==> src/rtl/exu_load_seq.sv <==
// exu_load_seq: multi-cycle RV32I load sequencer for the execute stage.
// Computes the effective address and runs one bus read per load. It then
// extracts and extends the addressed lane and retires with a GPR write or
// an exception pulse.
module exu_load_seq #(
    parameter int XLEN   = 32,
    parameter int GPR_AW = 5
) (
    input  logic              clk,
    input  logic              rst_n,
    input  logic              iexec_req_vld,
    input  logic              is_load,
    input  logic [2:0]        funct3,
    input  logic [XLEN-1:0]   rs1_data,
    input  logic [XLEN-1:0]   imm,
    input  logic [GPR_AW-1:0] rd,
    output logic              iexec_req_rdy,
    output logic              ldst_req_vld,
    input  logic              ldst_req_rdy,
    output logic [XLEN-1:0]   ldst_req_addr,
    input  logic              ldst_rsp_vld,
    output logic              ldst_rsp_rdy,
    input  logic [XLEN-1:0]   ldst_rsp_data,
    input  logic              ldst_rsp_err,
    output logic              gpr_wen,
    output logic [GPR_AW-1:0] gpr_waddr,
    output logic [XLEN-1:0]   gpr_wdata,
    output logic              exc_vld,
    output logic [1:0]        exc_cause
);

    typedef enum logic [1:0] {
        S_IDLE = 2'd0,
        S_REQ  = 2'd1,
        S_RSP  = 2'd2,
        S_WB   = 2'd3
    } state_t;

    localparam logic [1:0] CAUSE_NONE    = 2'b00;
    localparam logic [1:0] CAUSE_MISALGN = 2'b01;
    localparam logic [1:0] CAUSE_FAULT   = 2'b10;
    localparam logic [1:0] CAUSE_ILLEGAL = 2'b11;

    state_t              state_q, state_d;
    logic [XLEN-1:0]     addr_q, addr_d;
    logic [XLEN-1:0]     data_q, data_d;
    logic [GPR_AW-1:0]   rd_q, rd_d;
    logic [2:0]          f3_q, f3_d;
    logic [1:0]          cause_q, cause_d;

    logic [XLEN-1:0]     ea;
    logic                illegal;
    logic                misaligned;
    logic [7:0]          lane_b;
    logic [15:0]         lane_h;
    logic [XLEN-1:0]     lane_ext;

    assign ea = rs1_data + imm;

    // Decode checks on the incoming load; illegal funct3 takes precedence.
    always_comb begin
        illegal    = (funct3 == 3'b011) || (funct3[2:1] == 2'b11);
        misaligned = ((funct3[1:0] == 2'b01) && ea[0]) ||
                     ((funct3[1:0] == 2'b10) && (ea[1:0] != 2'b00));
    end

    // Select the addressed byte/half of the returned word and extend it.
    always_comb begin
        case (addr_q[1:0])
            2'd0:    lane_b = ldst_rsp_data[7:0];
            2'd1:    lane_b = ldst_rsp_data[15:8];
            2'd2:    lane_b = ldst_rsp_data[23:16];
            default: lane_b = ldst_rsp_data[31:24];
        endcase
        lane_h = addr_q[1] ? ldst_rsp_data[31:16] : ldst_rsp_data[15:0];
        case (f3_q[1:0])
            2'b00:   lane_ext = {{(XLEN-8){lane_b[7] & ~f3_q[2]}}, lane_b};
            2'b01:   lane_ext = {{(XLEN-16){lane_h[15] & ~f3_q[2]}}, lane_h};
            default: lane_ext = ldst_rsp_data;
        endcase
    end

    // Next-state and output logic; every output is idle unless its state drives it.
    always_comb begin
        state_d       = state_q;
        addr_d        = addr_q;
        data_d        = data_q;
        rd_d          = rd_q;
        f3_d          = f3_q;
        cause_d       = cause_q;
        iexec_req_rdy = 1'b0;
        ldst_req_vld  = 1'b0;
        ldst_req_addr = '0;
        ldst_rsp_rdy  = 1'b0;
        gpr_wen       = 1'b0;
        gpr_waddr     = '0;
        gpr_wdata     = '0;
        exc_vld       = 1'b0;
        exc_cause     = 2'b00;
        case (state_q)
            S_IDLE: begin
                if (iexec_req_vld && is_load) begin
                    addr_d = ea;
                    rd_d   = rd;
                    f3_d   = funct3;
                    data_d = '0;
                    if (illegal) begin
                        cause_d = CAUSE_ILLEGAL;
                        state_d = S_WB;
                    end else if (misaligned) begin
                        cause_d = CAUSE_MISALGN;
                        state_d = S_WB;
                    end else begin
                        cause_d = CAUSE_NONE;
                        state_d = S_REQ;
                    end
                end
            end
            S_REQ: begin
                ldst_req_vld  = 1'b1;
                ldst_req_addr = {addr_q[XLEN-1:2], 2'b00};
                if (ldst_req_rdy) begin
                    state_d = S_RSP;
                end
            end
            S_RSP: begin
                ldst_rsp_rdy = 1'b1;
                if (ldst_rsp_vld) begin
                    data_d  = lane_ext;
                    cause_d = ldst_rsp_err ? CAUSE_FAULT : CAUSE_NONE;
                    state_d = S_WB;
                end
            end
            default: begin
                iexec_req_rdy = 1'b1;
                gpr_waddr     = rd_q;
                gpr_wdata     = data_q;
                gpr_wen       = (cause_q == CAUSE_NONE) && (rd_q != '0);
                exc_vld       = (cause_q != CAUSE_NONE);
                exc_cause     = cause_q;
                state_d       = S_IDLE;
            end
        endcase
    end

    // State and captured load context; synchronous active-low reset clears all.
    always_ff @(posedge clk) begin
        if (!rst_n) begin
            state_q <= S_IDLE;
            addr_q  <= '0;
            data_q  <= '0;
            rd_q    <= '0;
            f3_q    <= '0;
            cause_q <= '0;
        end else begin
            state_q <= state_d;
            addr_q  <= addr_d;
            data_q  <= data_d;
            rd_q    <= rd_d;
            f3_q    <= f3_d;
            cause_q <= cause_d;
        end
    end

endmodule

==> config.mk <==
export PLATFORM = sky130hd
export DESIGN_NAME = exu_load_seq
export DESIGN_NICKNAME = d
export VERILOG_FILES = /design/src/rtl/exu_load_seq.sv
export SDC_FILE = /design/constraint.sdc
export NUM_CORES = 1
export LEC_CHECK = 0
export CAP_MARGIN = 20
export CORE_UTILIZATION = 50
export DETAILED_ROUTE_END_ITERATION = 12
export HOLD_SLACK_MARGIN = 0.08
export PLACE_DENSITY = 0.86
export SETUP_SLACK_MARGIN = 0.2
export SLEW_MARGIN = 5
export SYNTH_ARGS = -nofsm -noshare
export SYNTH_HDL_FRONTEND = slang
export SYNTH_SLANG_ARGS = --single-unit
==> constraint.sdc <==
create_clock -name clk -period 4.8 [get_ports clk]
set_clock_uncertainty 0.2 [all_clocks]
set_input_delay 0.72 -clock clk [delete_from_list [all_inputs] [get_ports clk]]
set_output_delay 0.72 -clock clk [all_outputs]
set_load 0.03 [all_outputs]
Word level (Yosys, flattened, before mapping)
Cells that the tools add are included.
{"block": "op_classes", "addsub": 1, "n_mul": 0, "n_div": 0, "n_lt_le_gt_ge": 0, "eq_ne": 12, "shift": 0, "mux": 27, "bitwise_logic": 3, "reduce_logical": 18}
{"operator": "2-to-1 mux 32 bit", "count": 4}
{"operator": "one-hot mux 32 bit (2 select lines)", "count": 2}
{"operator": "adder 32 bit", "count": 1}
{"operator": "one-hot mux 8 bit (3 select lines)", "count": 1}
{"operator": "2-to-1 mux 2 bit", "count": 10}
{"operator": "2-to-1 mux 16 bit", "count": 1}
{"operator": "== test 2 x 1 -> 1 bit (second input constant)", "count": 4}
{"operator": "== test 2 bit (second input constant)", "count": 4}
{"operator": "zero test 2 bit", "count": 4}
{"operator": "2-to-1 mux 1 bit", "count": 6}
{"operator": "!= test 2 bit (second input constant)", "count": 3}
{"operator": "one-hot mux 2 bit (3 select lines)", "count": 1}
{"operator": "AND reduction 3 bit", "count": 2}
{"operator": "nonzero test 2 bit", "count": 3}
{"operator": "2-to-1 mux 5 bit", "count": 1}
{"operator": "nonzero test 5 bit", "count": 1}
{"operator": "logical AND 1 bit", "count": 4}
{"operator": "one-hot mux 2 bit (2 select lines)", "count": 1}
{"operator": "== test 3 x 2 -> 1 bit (second input constant)", "count": 1}
{"operator": "OR reduction 3 bit", "count": 1}
{"operator": "AND 1 bit", "count": 2}
{"operator": "logical OR 1 bit", "count": 2}
{"operator": "AND reduction 2 bit", "count": 1}
{"operator": "NOT 1 bit", "count": 1}
{"block": "word_totals", "ff_bits": 76, "latchBits": 0, "ram_bits": 0, "rom_bits": 0, "in_bits": 111, "output_inout_bits": 76, "word_cells": 67, "mem_count": 0}

Logic depth before layout (Yosys ltp)
{"block": "logic_depth", "depth_word": 8, "mapped_depth": 10, "ltp_nobuf": 9}

Worst setup path before layout
Ideal clock, no wire load.
{"block": "synth_timing", "kind": "input-to-reg", "start": "input port rs1_data[0]", "end": "register addr_q[28]", "setup_ns": 0.117, "t_arrival_ns": 2.784, "required_ns": 4.483, "setup_slack_ns": 1.699, "path_stages": 9, "path_buffers": 0, "path_cell_list": "ha_1 fa_1 a211oi_1 o211ai_1 a21boi_1 o21ba_2 nor4_1 or3_1 a32o_1"}
{"block": "synth_via", "elab_chain_len": 1}
{"element": "from (decl)", "line_no": "14", "source": "input logic [XLEN-1:0] rs1_data,"}
{"element": "adder 32 bit", "line_no": "58", "source": "assign ea = rs1_data + imm;"}
{"element": "to (signal assigned)", "line_no": "157", "source": "addr_q <= addr_d;"}
{"element": "to (decl)", "line_no": "45", "source": "logic [XLEN-1:0] addr_q, addr_d;"}
Every way passes these cells.
A chain may end at the register's enable or synchronous reset.

Worst setup path after layout
{"block": "layout_timing", "start": "register state_q[0]", "end": "output port gpr_wdata[14]"}
{"block": "layout_via", "elab_chain_len": 3, "elab_cells_between_ends": 5, "cone_classes": "2 x eq/ne; 1 x mux; 2 x reduce/logical"}
{"element": "from (decl)", "line_no": "44", "source": "state_t state_q, state_d;"}
{"element": "from (signal assigned)", "line_no": "156", "source": "state_q <= state_d;"}
{"element": "== test 2 bit (tied with other cells)", "line_no": "100", "source": "case (state_q)"}
{"element": "OR reduction 3 bit (no source line) *"}
{"element": "2-to-1 mux 32 bit *", "line_no": "100"}
{"element": "to (decl)", "line_no": "27", "source": "output logic [XLEN-1:0] gpr_wdata,"}
Every way passes the cells marked *; elsewhere a longest branch is shown, timed or not.

==> summary.md <==
| Metric | Value |
|---|---|
| Count of different cell masters after synthesis | 70 |
| Tmin final | 3.60 ns |
| Synthesized area | a little under 0.006 mm² |
| Die Ht | approximately 110 µm |
| Area delta synth->final | 36.9% |
| Hold Crit Class | reg2reg |
| Post-synth ARST share | 0% |
| Multi-input gate area | 0.00394 mm² |
| Top cells by area, synth | dfxtp_1 (26%), and2_1 (9.7%), ha_1 (7.6%) |
| R2R cell count | 8 |
| Final GP Congestion | ~0.95 |
| Post-layout util | 71.6% |
| Fin cells | 1060 |
| Most common cell in the synthesized netlist | nand2_1 |
| Final instance area | ~0.0079 mm² |
| Crit. End Element | output port |
| DP Cell Count | approximately 1.0k |
| Overflow left after global routing | 0 |
| Fmax | between 200 and 300 MHz |
| Vias | 6014 |
| # rows | 38 |
| Status | complete, no violations |
| TNS Setup | 0 ns |
| CTS tree | done |
| NetSw | ~0.00087 W |
| Worst slew pin tran | between 0.9 and 1 ns |
| Req. time, crit path | 3.88 ns |
| Die Footprint | between 0.01 and 0.015 mm² |
| Starting DRT DRC Count | roughly 360 |
| CTS Buf Count | 9 |
| HPWL Detailed | around 13 mm |
| Global-route wire length before repair | 26.5 mm |
| Initial Util | ~52% |
| Clk pwr share | 29.0% |
| Ys flop type | dfxtp_1 |
| H-tree depth | 3 |
| Unrepaired setup endpoints after global routing | no |
| CTS Buffer Depth | 2 |
| Synth top cells by count | nand2_1 (95), and2_1 (89), dfxtp_1 (76), o21ai_0 (65), a21oi_1 (60) |
| Critical-path maximum fanout | 32 |
| Post-cts sizing count | 0 |
| Initial antenna violation count | 0 |
| Crit path arrival time | roughly 2.7 ns |
| Mean Syn Cell Area | about 7.5 µm² |
| Reg2reg start | state_q[0] |
| Fin. Hold Viols | 0 |
| Number of enable flip-flop cells after synthesis | 0 |
| Post-DRT Antenna Nets | 0 |
| Slew HR | 35.1% |
| R2r endpoint | data_q[27] |
| Slew Viols, Final | 0 |
| Maxcap violations | 0 |
| Int Pwr | 0.00150 W |
| #FFs+latches synth | 76 |
| Clock Latency Late Sink | roughly 0.33 ns |
| Register area | ~0.0015 mm² |
| GR Util All Layers | between 20% and 30% |
| Setup Fix Bufs, Post-CTS | 0 |
| Reg power frac | about a third |
| DRC | 0 |
| Hold EP | addr_q[29] |
| IO Count | 187 |
| First-pass DRT Iterations | 5 |
| Peak supply drop | between 150 and 200 µV |
| Combinational fraction of design power | a little under two fifths |
| Cell taking the most area after synthesis | dfxtp_1 |
| Die width | 109 µm |
| Drt wl/cell | roughly 16 µm |
| CTS clk-pin slew, worst paths | around 0.060 ns |
| Post-DP Area | roughly 0.0076 mm² |
| # nets final | between 1k and 1.5k |
| Min-delay src | addr_q[29] |
| Worst R2R Setup Slack | 1.63 ns |
| Worst hold stages | 2 |
| Number of diodes | 0 |
| Clock root cell | clkbuf_16 |
| Pwr Density | about 300 mW/mm² |
| Switching Fraction | 36.6% |
| Syn Inst Count | 766 |
| Synthesis Warnings | 0 |
| CTS sink cnt | between 70 and 80 |
| Sequential share of the synthesized area | a little over a quarter |
| Vias in the first global route | between 5k and 6k |
| Final setup viols | 0 |
| Share of cells above drive strength 1 | 3.91% |
| Startpoint types | register |
| Leak pwr | between 3 and 4 nW |
| Core footprint | 0.0110 mm² |
| Final WL | around 17 mm |
| CP Class | reg2out |
| Hold Buf Count CTS | 0 |
| Input/output buffers | around 180 |
| Via density | approximately 5.7 |
| Filler cells | between 900 and 1k |
| Top-area cell type share of the netlist area | a little over a quarter |
| Largest net degree at the start of global routing | 46 |
| Final period util | about three quarters |
==> metal layers <==
metal / vias up / part of all wire, % / track usage, %
li1: 2985 / - / -
met4: 0 / 3.3 / 11.0
met5: - / 0 / 0
met1: 2720 / 43 / 35.1
met3: 45 / 6.1 / 3.08
met2: 264 / 48 / 49.1
==> metrics by stage <==
stage / total power, W / hold WS (ns) / setup slack [ns]
6_report: 0.00237 / 0.251 / 1.20
5_1_grt: 0.00250 / 0.271 / 1.02
4_1_cts: 0.00237 / 0.252 / 1.18
3_5_place_dp: 0.00168 / 0.239 / 1.04
3_3_place_gp: 0.00166 / 0.228 / 1.10
2_1_floorplan: 0.00138 / 0.217 / 1.70
==> power by group through the flow <==
stage / Combinational (W) / Sequential [W] / Clock (W)
finish: 0.000908 / 0.000772 / 0.000688
global route: 0.00100 / 0.000783 / 0.000718
CTS: 0.000901 / 0.000772 / 0.000693
detailed placement: 0.000892 / 0.000786 / 0
global placement: 0.000877 / 0.000781 / 0
floorplan: 0.000622 / 0.000755 / 0
==> worst max path at each step <==
stage,endpoint,from,cells after the start
2_1_floorplan,addr_q[28],rs1_data[0],9
3_3_place_gp,addr_q[28],rs1_data[0],10
3_5_place_dp,addr_q[28],rs1_data[0],10
4_1_cts,gpr_wdata[14],state_q[0],4
5_1_grt,gpr_wdata[1],state_q[0],4
6_report,gpr_wdata[14],state_q[0],4
==> final cells by class <==
class	count	share of cell area [%]
timing repair buffer	189	23.7
sequential	76	19.3
inverter	23	1.09
multi-input combinational	617	49.9
tap	140	2.22
clock inverter	5	0.777
clock buffer	10	3.03
==> kinds of logic after synthesis <==
kind of cell	Yosys count	share of synthesized area, %
adders and majority gates	36	7.94
and+or+nand+nor	305	27.9
xor gates and xnor gates	18	2.73
other	1	0.0650
buffers and inverters	74	5.47
DFF	76	26.4
muxes	12	2.32
AOI/OAI and AO/OA	244	27.2
==> critical path, stage by stage (launching register included) <==
cell             delay, ns
dfxtp_1               0.40
ha_1                  0.83
buf_4                 0.31
and2_1                0.15
clkdlybuf4s50_1       0.66
==> layout by cell type, fill, tap and decap left out, drive strengths merged, types with 4 or more instances in the layout <==
cell type	synthesis	final
nand3	9	9
o21ai	68	68
a21o	13	13
nand2b	10	10
dfxtp	76	76
inv	23	24
a21boi	33	33
o21bai	5	5
ha	35	35
a221oi	9	9
a31oi	4	4
nand4	12	12
a211oi	5	5
nor3b	9	9
nor2	37	37
clkbuf	39	10
clkdlybuf4s50	0	183
o22ai	8	8
o21a	11	11
or3	5	5
nand2	95	95
mux2i	10	10
a32o	4	4
xor2	6	6
and2	89	89
xnor2	12	12
buf	12	6
nor3	10	10
o31ai	5	5
nor2b	15	15
a21oi	61	61
==> sequential cells by signal (all words and copies together) (netlist names) <==
signal and cells:
f3_q 3, rd_q 5, state_q 2, addr_q 32
cause_q 2, data_q 32
(Power assumes the default switching activity.)
